--- config.mk ---
export PLATFORM = sky130hd
export DESIGN_NAME = traffic_intersection_ctrl_flat
export DESIGN_NICKNAME = d
export VERILOG_FILES = /design/src/rtl/traffic_intersection_ctrl_if.sv /design/src/rtl/traffic_intersection_ctrl.sv /design/src/flat_wrapper.sv
export SDC_FILE = /design/constraint.sdc
export NUM_CORES = 1
export LEC_CHECK = 0
export CAP_MARGIN = 20
export CORE_MARGIN = 2
export CORE_UTILIZATION = 51
export CTS_CLUSTER_SIZE = 20
export DETAILED_ROUTE_END_ITERATION = 12
export GPL_TIMING_DRIVEN = 0
export PLACE_DENSITY = 0.74
export SLEW_MARGIN = 5
export SYNTH_ARGS = -nofsm -noshare
export SYNTH_HDL_FRONTEND = slang
export SYNTH_SLANG_ARGS = --single-unit
--- constraint.sdc ---
create_clock -name clk -period 3.05 [get_ports clk]
set_input_delay 0.61 -clock clk [delete_from_list [all_inputs] [get_ports clk]]
set_output_delay 0.61 -clock clk [all_outputs]
set_load 0.02 [all_outputs]
--- src/rtl/traffic_intersection_ctrl_if.sv ---
// Command/event bus of the traffic intersection controller.
// The master drives override commands and receives lamp-state change
// reports. The slave is the controller.
interface traffic_intersection_ctrl_if;
  logic       cmd_valid;
  logic [7:0] cmd_data;
  logic       evt_valid;
  logic [7:0] evt_code;
  logic [1:0] evt_dir;

  modport master (
    output cmd_valid, cmd_data,
    input  evt_valid, evt_code, evt_dir
  );

  modport slave (
    input  cmd_valid, cmd_data,
    output evt_valid, evt_code, evt_dir
  );
endinterface

--- src/rtl/traffic_intersection_ctrl.sv ---
// Traffic intersection controller for 2..4 approaches.
// Approaches are served round-robin through GREEN -> YELLOW -> ALLRED.
// A one-second prescaler times every phase.
// Pending demand from another approach can end a green early once the
// minimum green time has elapsed.
// ASCII override commands are accepted on the bus:
//   'R' all-red hold, 'F' flash, 'N' end green now, 'X' resume.
// Each lamp-state entry is reported on the bus as a one-cycle event.
module traffic_intersection_ctrl #(
  parameter int TICKS_PER_SEC = 12000000,
  parameter int N_DIR         = 2,
  parameter int GREEN_S       = 4,
  parameter int MIN_GREEN_S   = 2,
  parameter int YELLOW_S      = 2,
  parameter int ALLRED_S      = 1
) (
  input  logic                         clk,
  input  logic                         rst_n,
  input  logic [N_DIR-1:0]             req,
  traffic_intersection_ctrl_if.slave   bus,
  output logic [N_DIR-1:0]             red,
  output logic [N_DIR-1:0]             yellow,
  output logic [N_DIR-1:0]             green,
  output logic [1:0]                   cur_dir,
  output logic [1:0]                   mode
);

  localparam int PW = (TICKS_PER_SEC > 1) ? $clog2(TICKS_PER_SEC) : 1;
  localparam logic [PW-1:0]    PRESC_MAX = PW'(TICKS_PER_SEC - 1);
  localparam logic [4:0]       GREEN_T   = 5'(GREEN_S);
  localparam logic [4:0]       MIN_T     = 5'(MIN_GREEN_S);
  localparam logic [4:0]       YELLOW_T  = 5'(YELLOW_S);
  localparam logic [4:0]       ALLRED_T  = 5'(ALLRED_S);
  localparam logic [N_DIR-1:0] DIR1      = N_DIR'(1);
  localparam logic [1:0]       LAST_DIR  = 2'(N_DIR - 1);

  localparam logic [7:0] CH_G = "G";
  localparam logic [7:0] CH_Y = "Y";
  localparam logic [7:0] CH_A = "r";
  localparam logic [7:0] CH_R = "R";
  localparam logic [7:0] CH_F = "F";
  localparam logic [7:0] CH_N = "N";
  localparam logic [7:0] CH_X = "X";

  typedef enum logic [2:0] {
    ST_GREEN,
    ST_YELLOW,
    ST_ALLRED,
    ST_HOLD,
    ST_FLASH
  } state_e;

  state_e           st_q, st_d;
  logic [1:0]       dir_q, dir_d;
  logic [PW-1:0]    presc_q, presc_d;
  logic [3:0]       timer_q, timer_d;
  logic             flash_q, flash_d;
  logic [N_DIR-1:0] dem_q, dem_d;
  logic [N_DIR-1:0] red_q, red_d;
  logic [N_DIR-1:0] yellow_q, yellow_d;
  logic [N_DIR-1:0] green_q, green_d;
  logic [1:0]       mode_q, mode_d;
  logic             evt_valid_q, evt_valid_d;
  logic [7:0]       evt_code_q, evt_code_d;
  logic [1:0]       evt_dir_q, evt_dir_d;

  logic             sec_tick;
  logic [4:0]       timer_p1;
  logic [1:0]       dir_next;
  logic             other_dem;
  logic             entry;
  logic [N_DIR-1:0] served;

  // Next-state logic: timed phase changes first, then commands override them.
  always_comb begin
    // NOTE: every signal assigned in this block gets a default value first.
    // Without the defaults, a path that skips an assignment infers a latch.
    sec_tick  = (presc_q == PRESC_MAX);
    timer_p1  = {1'b0, timer_q} + 5'd1;
    dir_next  = (dir_q == LAST_DIR) ? 2'd0 : dir_q + 2'd1;
    other_dem = |(dem_q & ~(DIR1 << dir_q));
    st_d      = st_q;
    dir_d     = dir_q;
    presc_d   = sec_tick ? '0 : presc_q + PW'(1);
    timer_d   = sec_tick ? timer_q + 4'd1 : timer_q;
    flash_d   = flash_q;

    unique case (st_q)
      ST_GREEN: begin
        if (sec_tick && (timer_p1 == GREEN_T || (timer_p1 >= MIN_T && other_dem)))
          st_d = ST_YELLOW;
      end
      ST_YELLOW: begin
        if (sec_tick && timer_p1 == YELLOW_T)
          st_d = ST_ALLRED;
      end
      ST_ALLRED: begin
        if (sec_tick && timer_p1 == ALLRED_T) begin
          st_d  = ST_GREEN;
          dir_d = dir_next;
        end
      end
      ST_HOLD: begin
        presc_d = presc_q;
        timer_d = timer_q;
      end
      ST_FLASH: begin
        if (sec_tick)
          flash_d = ~flash_q;
      end
      default: st_d = ST_GREEN;
    endcase

    // A command wins over a timed transition in the same cycle.
    if (bus.cmd_valid) begin
      unique case (bus.cmd_data)
        CH_R: if (st_q != ST_HOLD) begin
          st_d  = ST_HOLD;
          dir_d = dir_q;
        end
        CH_F: if (st_q != ST_FLASH) begin
          st_d  = ST_FLASH;
          dir_d = dir_q;
        end
        CH_N: if (st_q == ST_GREEN) begin
          st_d  = ST_YELLOW;
          dir_d = dir_q;
        end
        CH_X: if (st_q == ST_HOLD || st_q == ST_FLASH) begin
          st_d    = ST_ALLRED;
          dir_d   = dir_q;
          presc_d = '0;
        end
        default: ;
      endcase
    end

    // Each state entry restarts the seconds timer.
    entry = (st_d != st_q);
    if (entry) begin
      timer_d = '0;
      if (st_d == ST_FLASH)
        flash_d = 1'b1;
    end

    // A demand set wins over a clear in the same cycle.
    for (int j = 0; j < N_DIR; j++) begin
      dem_d[j] = req[j] |
                 (dem_q[j] & ~(entry && st_d == ST_GREEN && dir_d == 2'(j)));
    end

    unique case (st_d)
      ST_HOLD:  mode_d = 2'b01;
      ST_FLASH: mode_d = 2'b10;
      default:  mode_d = 2'b00;
    endcase

    evt_valid_d = entry;
    evt_dir_d   = dir_d;
    unique case (st_d)
      ST_GREEN:  evt_code_d = CH_G;
      ST_YELLOW: evt_code_d = CH_Y;
      ST_ALLRED: evt_code_d = CH_A;
      ST_HOLD:   evt_code_d = CH_R;
      default:   evt_code_d = CH_F;
    endcase
  end

  // Lamp decode from the registered state, so the lamps follow one edge later.
  always_comb begin
    served   = DIR1 << dir_q;
    red_d    = '1;
    yellow_d = '0;
    green_d  = '0;
    unique case (st_q)
      ST_GREEN: begin
        red_d   = ~served;
        green_d = served;
      end
      ST_YELLOW: begin
        red_d    = ~served;
        yellow_d = served;
      end
      ST_FLASH: begin
        red_d    = '0;
        yellow_d = {N_DIR{flash_q}};
      end
      default: ;
    endcase
  end

  // State, timers, demand latches and all registered outputs.
  always_ff @(posedge clk or negedge rst_n) begin
    // NOTE: non-blocking assignments keep every flop sampling the
    // pre-edge values, whatever order the statements appear in.
    if (!rst_n) begin
      st_q        <= ST_GREEN;
      dir_q       <= 2'd0;
      presc_q     <= '0;
      timer_q     <= '0;
      flash_q     <= 1'b0;
      dem_q       <= '0;
      red_q       <= ~DIR1;
      yellow_q    <= '0;
      green_q     <= DIR1;
      mode_q      <= 2'b00;
      evt_valid_q <= 1'b0;
      evt_code_q  <= '0;
      evt_dir_q   <= 2'd0;
    end else begin
      st_q        <= st_d;
      dir_q       <= dir_d;
      presc_q     <= presc_d;
      timer_q     <= timer_d;
      flash_q     <= flash_d;
      dem_q       <= dem_d;
      red_q       <= red_d;
      yellow_q    <= yellow_d;
      green_q     <= green_d;
      mode_q      <= mode_d;
      evt_valid_q <= evt_valid_d;
      evt_code_q  <= evt_code_d;
      evt_dir_q   <= evt_dir_d;
    end
  end

  assign red           = red_q;
  assign yellow        = yellow_q;
  assign green         = green_q;
  assign cur_dir       = dir_q;
  assign mode          = mode_q;
  assign bus.evt_valid = evt_valid_q;
  assign bus.evt_code  = evt_code_q;
  assign bus.evt_dir   = evt_dir_q;

endmodule
--- src/flat_wrapper.sv ---
// flat-port wrapper written by rule: the top's interface ports become plain ports
module traffic_intersection_ctrl_flat 
#(
  parameter int TICKS_PER_SEC = 12000000,
  parameter int N_DIR         = 2,
  parameter int GREEN_S       = 4,
  parameter int MIN_GREEN_S   = 2,
  parameter int YELLOW_S      = 2,
  parameter int ALLRED_S      = 1
)
  (clk, rst_n, req, red, yellow, green, cur_dir, mode, bus_cmd_valid, bus_cmd_data, bus_evt_valid, bus_evt_code, bus_evt_dir);
  traffic_intersection_ctrl_if bus_i ();
  input  logic clk;
  input  logic rst_n;
  input  logic [N_DIR-1:0] req;
  output logic [N_DIR-1:0] red;
  output logic [N_DIR-1:0] yellow;
  output logic [N_DIR-1:0] green;
  output logic [1:0] cur_dir;
  output logic [1:0] mode;
  input wire logic [$bits(bus_i.cmd_valid)-1:0] bus_cmd_valid;
  input wire logic [$bits(bus_i.cmd_data)-1:0] bus_cmd_data;
  output wire logic [$bits(bus_i.evt_valid)-1:0] bus_evt_valid;
  output wire logic [$bits(bus_i.evt_code)-1:0] bus_evt_code;
  output wire logic [$bits(bus_i.evt_dir)-1:0] bus_evt_dir;
  assign bus_i.cmd_valid = bus_cmd_valid;
  assign bus_i.cmd_data = bus_cmd_data;
  assign bus_evt_valid = bus_i.evt_valid;
  assign bus_evt_code = bus_i.evt_code;
  assign bus_evt_dir = bus_i.evt_dir;
  traffic_intersection_ctrl #(.TICKS_PER_SEC(TICKS_PER_SEC), .N_DIR(N_DIR), .GREEN_S(GREEN_S), .MIN_GREEN_S(MIN_GREEN_S), .YELLOW_S(YELLOW_S), .ALLRED_S(ALLRED_S)) u_core (.clk(clk), .rst_n(rst_n), .req(req), .bus(bus_i), .red(red), .yellow(yellow), .green(green), .cur_dir(cur_dir), .mode(mode));
endmodule
==> run_results.csv <==
group,metric,value,unit
clocking,clock_path_buffers,2,
synth,synth_top_area_share,42.05,%
clocking,cts_resized,0,
critical_path,startpoint_type,"primary input",
synth,synth_nets,326,
die,rows,27,
synth,synth.avg_cell_area,9.660,sq um
route,vias,2328,
clocking,cts_tree,"done",
timing,period_share,96.14,%
cells_and_area,finalInstanceArea,3512,sq um
critical_path,worstPathMaxFanout,5,
timing,worst_clock_skew,0.01447,ns
place,globalplace.congestion,0.9345,
clocking,numCtsBuffers,5,
pwr,total_leakage_power,1.535,nW
place,portBuffers,31,
place,pre_cts_ws,-0.1869,ns
global_routing,grt_overflow,0,
timing,fin_tns_setup,0,ns
synth,synth-edff-count,0,
route,dr.first_iter.drc_count,170,
cells_and_area,drive_gt1_share,11.21,%
route,first_pass_iters,4,
route,wire_per_inst,14.11,um
timing,setup-violations-final,0,
cells_and_area,num-nets-final,365,
global_routing,grt_pass1_vias,2130,
clocking,clk_pin_slew,0.10,ns
timing,final-hold-violation-count,0,
timing,setup_slack,0.1179,ns
synth,yosysSeqAreaShare,43.82,%
route,via_per_inst,5.543,
clocking,cts_hold_buf,0,
clocking,cts_num_sinks,52,
synth,synth.distinct_cells,64,
clocking,cts_root_buf,"clkbuf_8",
timing,max_slew.worst_pin.slew,0.5873,ns
timing,period_needed,2.932,ns
die,core_area,5574,sq um
critical_path,arrival,3.16,ns
synth,synth_flop_cell,"dfrtp_1",
timing,hold_slack,0.2832,ns
die,die_w,80.38,um
critical_path,cp.required,3.28,ns
synth,synth_largest_area_cell,"dfrtp_1",
place,place_area,3391,sq um
clocking,cts_setup_buffers,0,
clocking,h-tree-depth,2,
die,dieArea,6461,sq um
critical_path,critPathKind,"primary input to flop",
pwr,ir_drop,0.2813,mV
pwr,power_density,559.6,nW/um^2
worst_hold_path,hold_path_class,"primary input to asynchronous set/reset pin",
synth,syn-cell-area,2975,sq um
die,start_util,53.38,%
critical_path,end_kind,"flop",
place,dp_hpwl,4417,um
clocking,worstSkewPairLatency,0.31,ns
synth,yosys_warnings,0,
synth,synth_area_leaders,"dfrtp_1 (42%), xor2_1 (5.3%), nor2_1 (4.4%), nand2_1 (3.3%), nand4_1 (2.9%)",
cells_and_area,num_antenna_cells,0,
route,post-route-drc-count,0,
synth,synthArstFlopShare,100.0,%
synth,postSynthCellCount,308,
global_routing,track_usage,19.98,%
die,io-pin-count,34,
route,ant_nets,0,
run_status,status,"complete, no violations",
global_routing,grt_pass1_wl,10070,um
timing,relSlewSlack,60.74,%
synth,ys_seq_elements,52,
global_routing,antenna_found_initial,0,
timing,max_freq,0.3410,GHz
cells_and_area,area_delta_synth_final,18.04,%
die,die_y,80.38,um
timing,slew_viol_final,0,
route,wl,5926,um
timing,rsz0062_at_grt,"false",
global_routing,grt_max_degree,28,
flow_run,cap_violations,0,
[per-layer routing]
layer / global-route usage (%) / share of wire (%) / wire length (um) / vias up
met2: 31.08 / 45 / 2644 / 67
met5: 0 / 0 / 0 / -
met4: 5.593 / 1.0 / 61 / 0
met3: 3.371 / 4.0 / 236 / 5
li1: - / - / - / 1160
met1: 28.74 / 50 / 2984 / 1096
[flip-flops by register name, indices dropped and copies added, names as in the netlist]
| name | count |
|---|---|
| u_core.timer_q | 4 |
| u_core.red | 2 |
| u_core.dem_q | 2 |
| u_core.st_q | 3 |
| u_core.mode | 2 |
| u_core.bus.evt_code | 7 |
| u_core.presc_q | 24 |
| u_core.cur_dir | 2 |
| u_core.flash_q | 1 |
| u_core.yellow | 2 |
| u_core.green | 2 |
| u_core.bus.evt_valid | 1 |
[stage by stage]
stage	cells	total power (W)	utilization, %
2_1_floorplan	308	0.001265	-
3_3_place_gp	411	0.001468	60.56
3_5_place_dp	412	0.001483	60.83
4_1_cts	420	0.001983	63.01
5_1_grt	420	0.002089	63.01
6_report	420	0.001965	63.01
[worst max-delay path: stages]
cell	delay, ns
clkdlybuf4s50_1	0.44
or4b_4	0.57
o41ai_4	0.45
o21bai_2	0.21
o221ai_2	0.13
or3_1	0.35
and4bb_1	0.21
a31oi_1	0.19
[cells in the final DEF (no fill, tap or decap), drive strengths merged, types with 4 or more instances in the layout]
| cell | netlist | final |
|---|---|---|
| dfrtp | 50 | 50 |
| nor2 | 35 | 35 |
| clkdlybuf4s50 | 0 | 30 |
| nand2 | 26 | 26 |
| xor2 | 19 | 19 |
| nand4 | 14 | 14 |
| nor3 | 14 | 14 |
| inv | 14 | 14 |
| a21oi | 12 | 12 |
| o21ai | 12 | 12 |
| nand3 | 10 | 10 |
| buf | 7 | 9 |
| xnor2 | 8 | 8 |
| clkbuf | 2 | 8 |
| nor2b | 6 | 6 |
| or3 | 6 | 6 |
| nand2b | 6 | 6 |
| ha | 5 | 5 |
| and4 | 4 | 4 |
| a31oi | 4 | 4 |
| nor4b | 4 | 4 |
| nor3b | 4 | 4 |
| or2 | 4 | 4 |
[layout make-up]
type,instances,area [sq um]
tap,72,90.09
fill,465,2062
buffer,11,106.4
clock buffer,6,82.58
multi-input combinational,231,1513
timing repair buffer,32,325.3
clock inverter,2,38.79
inverter,14,52.55
sequential,52,1304
[Yosys cell counts, drive strengths merged, types with 2 or more instances]
library cell,count
dfrtp,50
nor2,35
nand2,26
xor2,19
inv,14
nand4,14
nor3,14
a21oi,12
o21ai,12
nand3,10
xnor2,8
buf,7
nand2b,6
nor2b,6
or3,6
ha,5
a31oi,4
and4,4
nor3b,4
nor4b,4
or2,4
a21o,3
and2,3
a311o,2
bufbuf,2
clkbuf,2
conb,2
dfstp,2
o211ai,2
o22a,2
o22ai,2
[where the power goes]
group | switching, W | internal, W
clock network | 0.000231 | 0.000268
logic | 0.000295 | 0.000274
registers | 0.0000868 | 0.000810
[cells by family (layout without fill, tap and decap cells)]
logic type	count (synthesis)	after routing	share of synthesized area [%]
flops	52	52	43.82
xor+xnor	27	27	8.200
compound gates	50	50	12.91
fa+ha+maj	5	5	2.103
mux	2	2	0.7149
simple gates	145	145	26.66
buf+inv	25	65	5.341
other cells	2	2	0.2524
[final timing paths]
kind / start / end / slack, ns / depth (start not counted)
max: bus_cmd_data[0] / u_core.dem_q[0] / 0.12 / 8
min: rst_n / u_core.presc_q[22] / 0.28 / 1
max reg2reg: u_core.presc_q[13] / u_core.flash_q / 0.33 / 7
min reg2reg: u_core.presc_q[1] / u_core.presc_q[1] / 0.55 / 2
max in group asynchronous: rst_n / u_core.flash_q / 2.21 / 2
min in group clk: u_core.presc_q[1] / u_core.presc_q[1] / 0.55 / 2
Note: power is estimated with default switching activity, not from simulation.
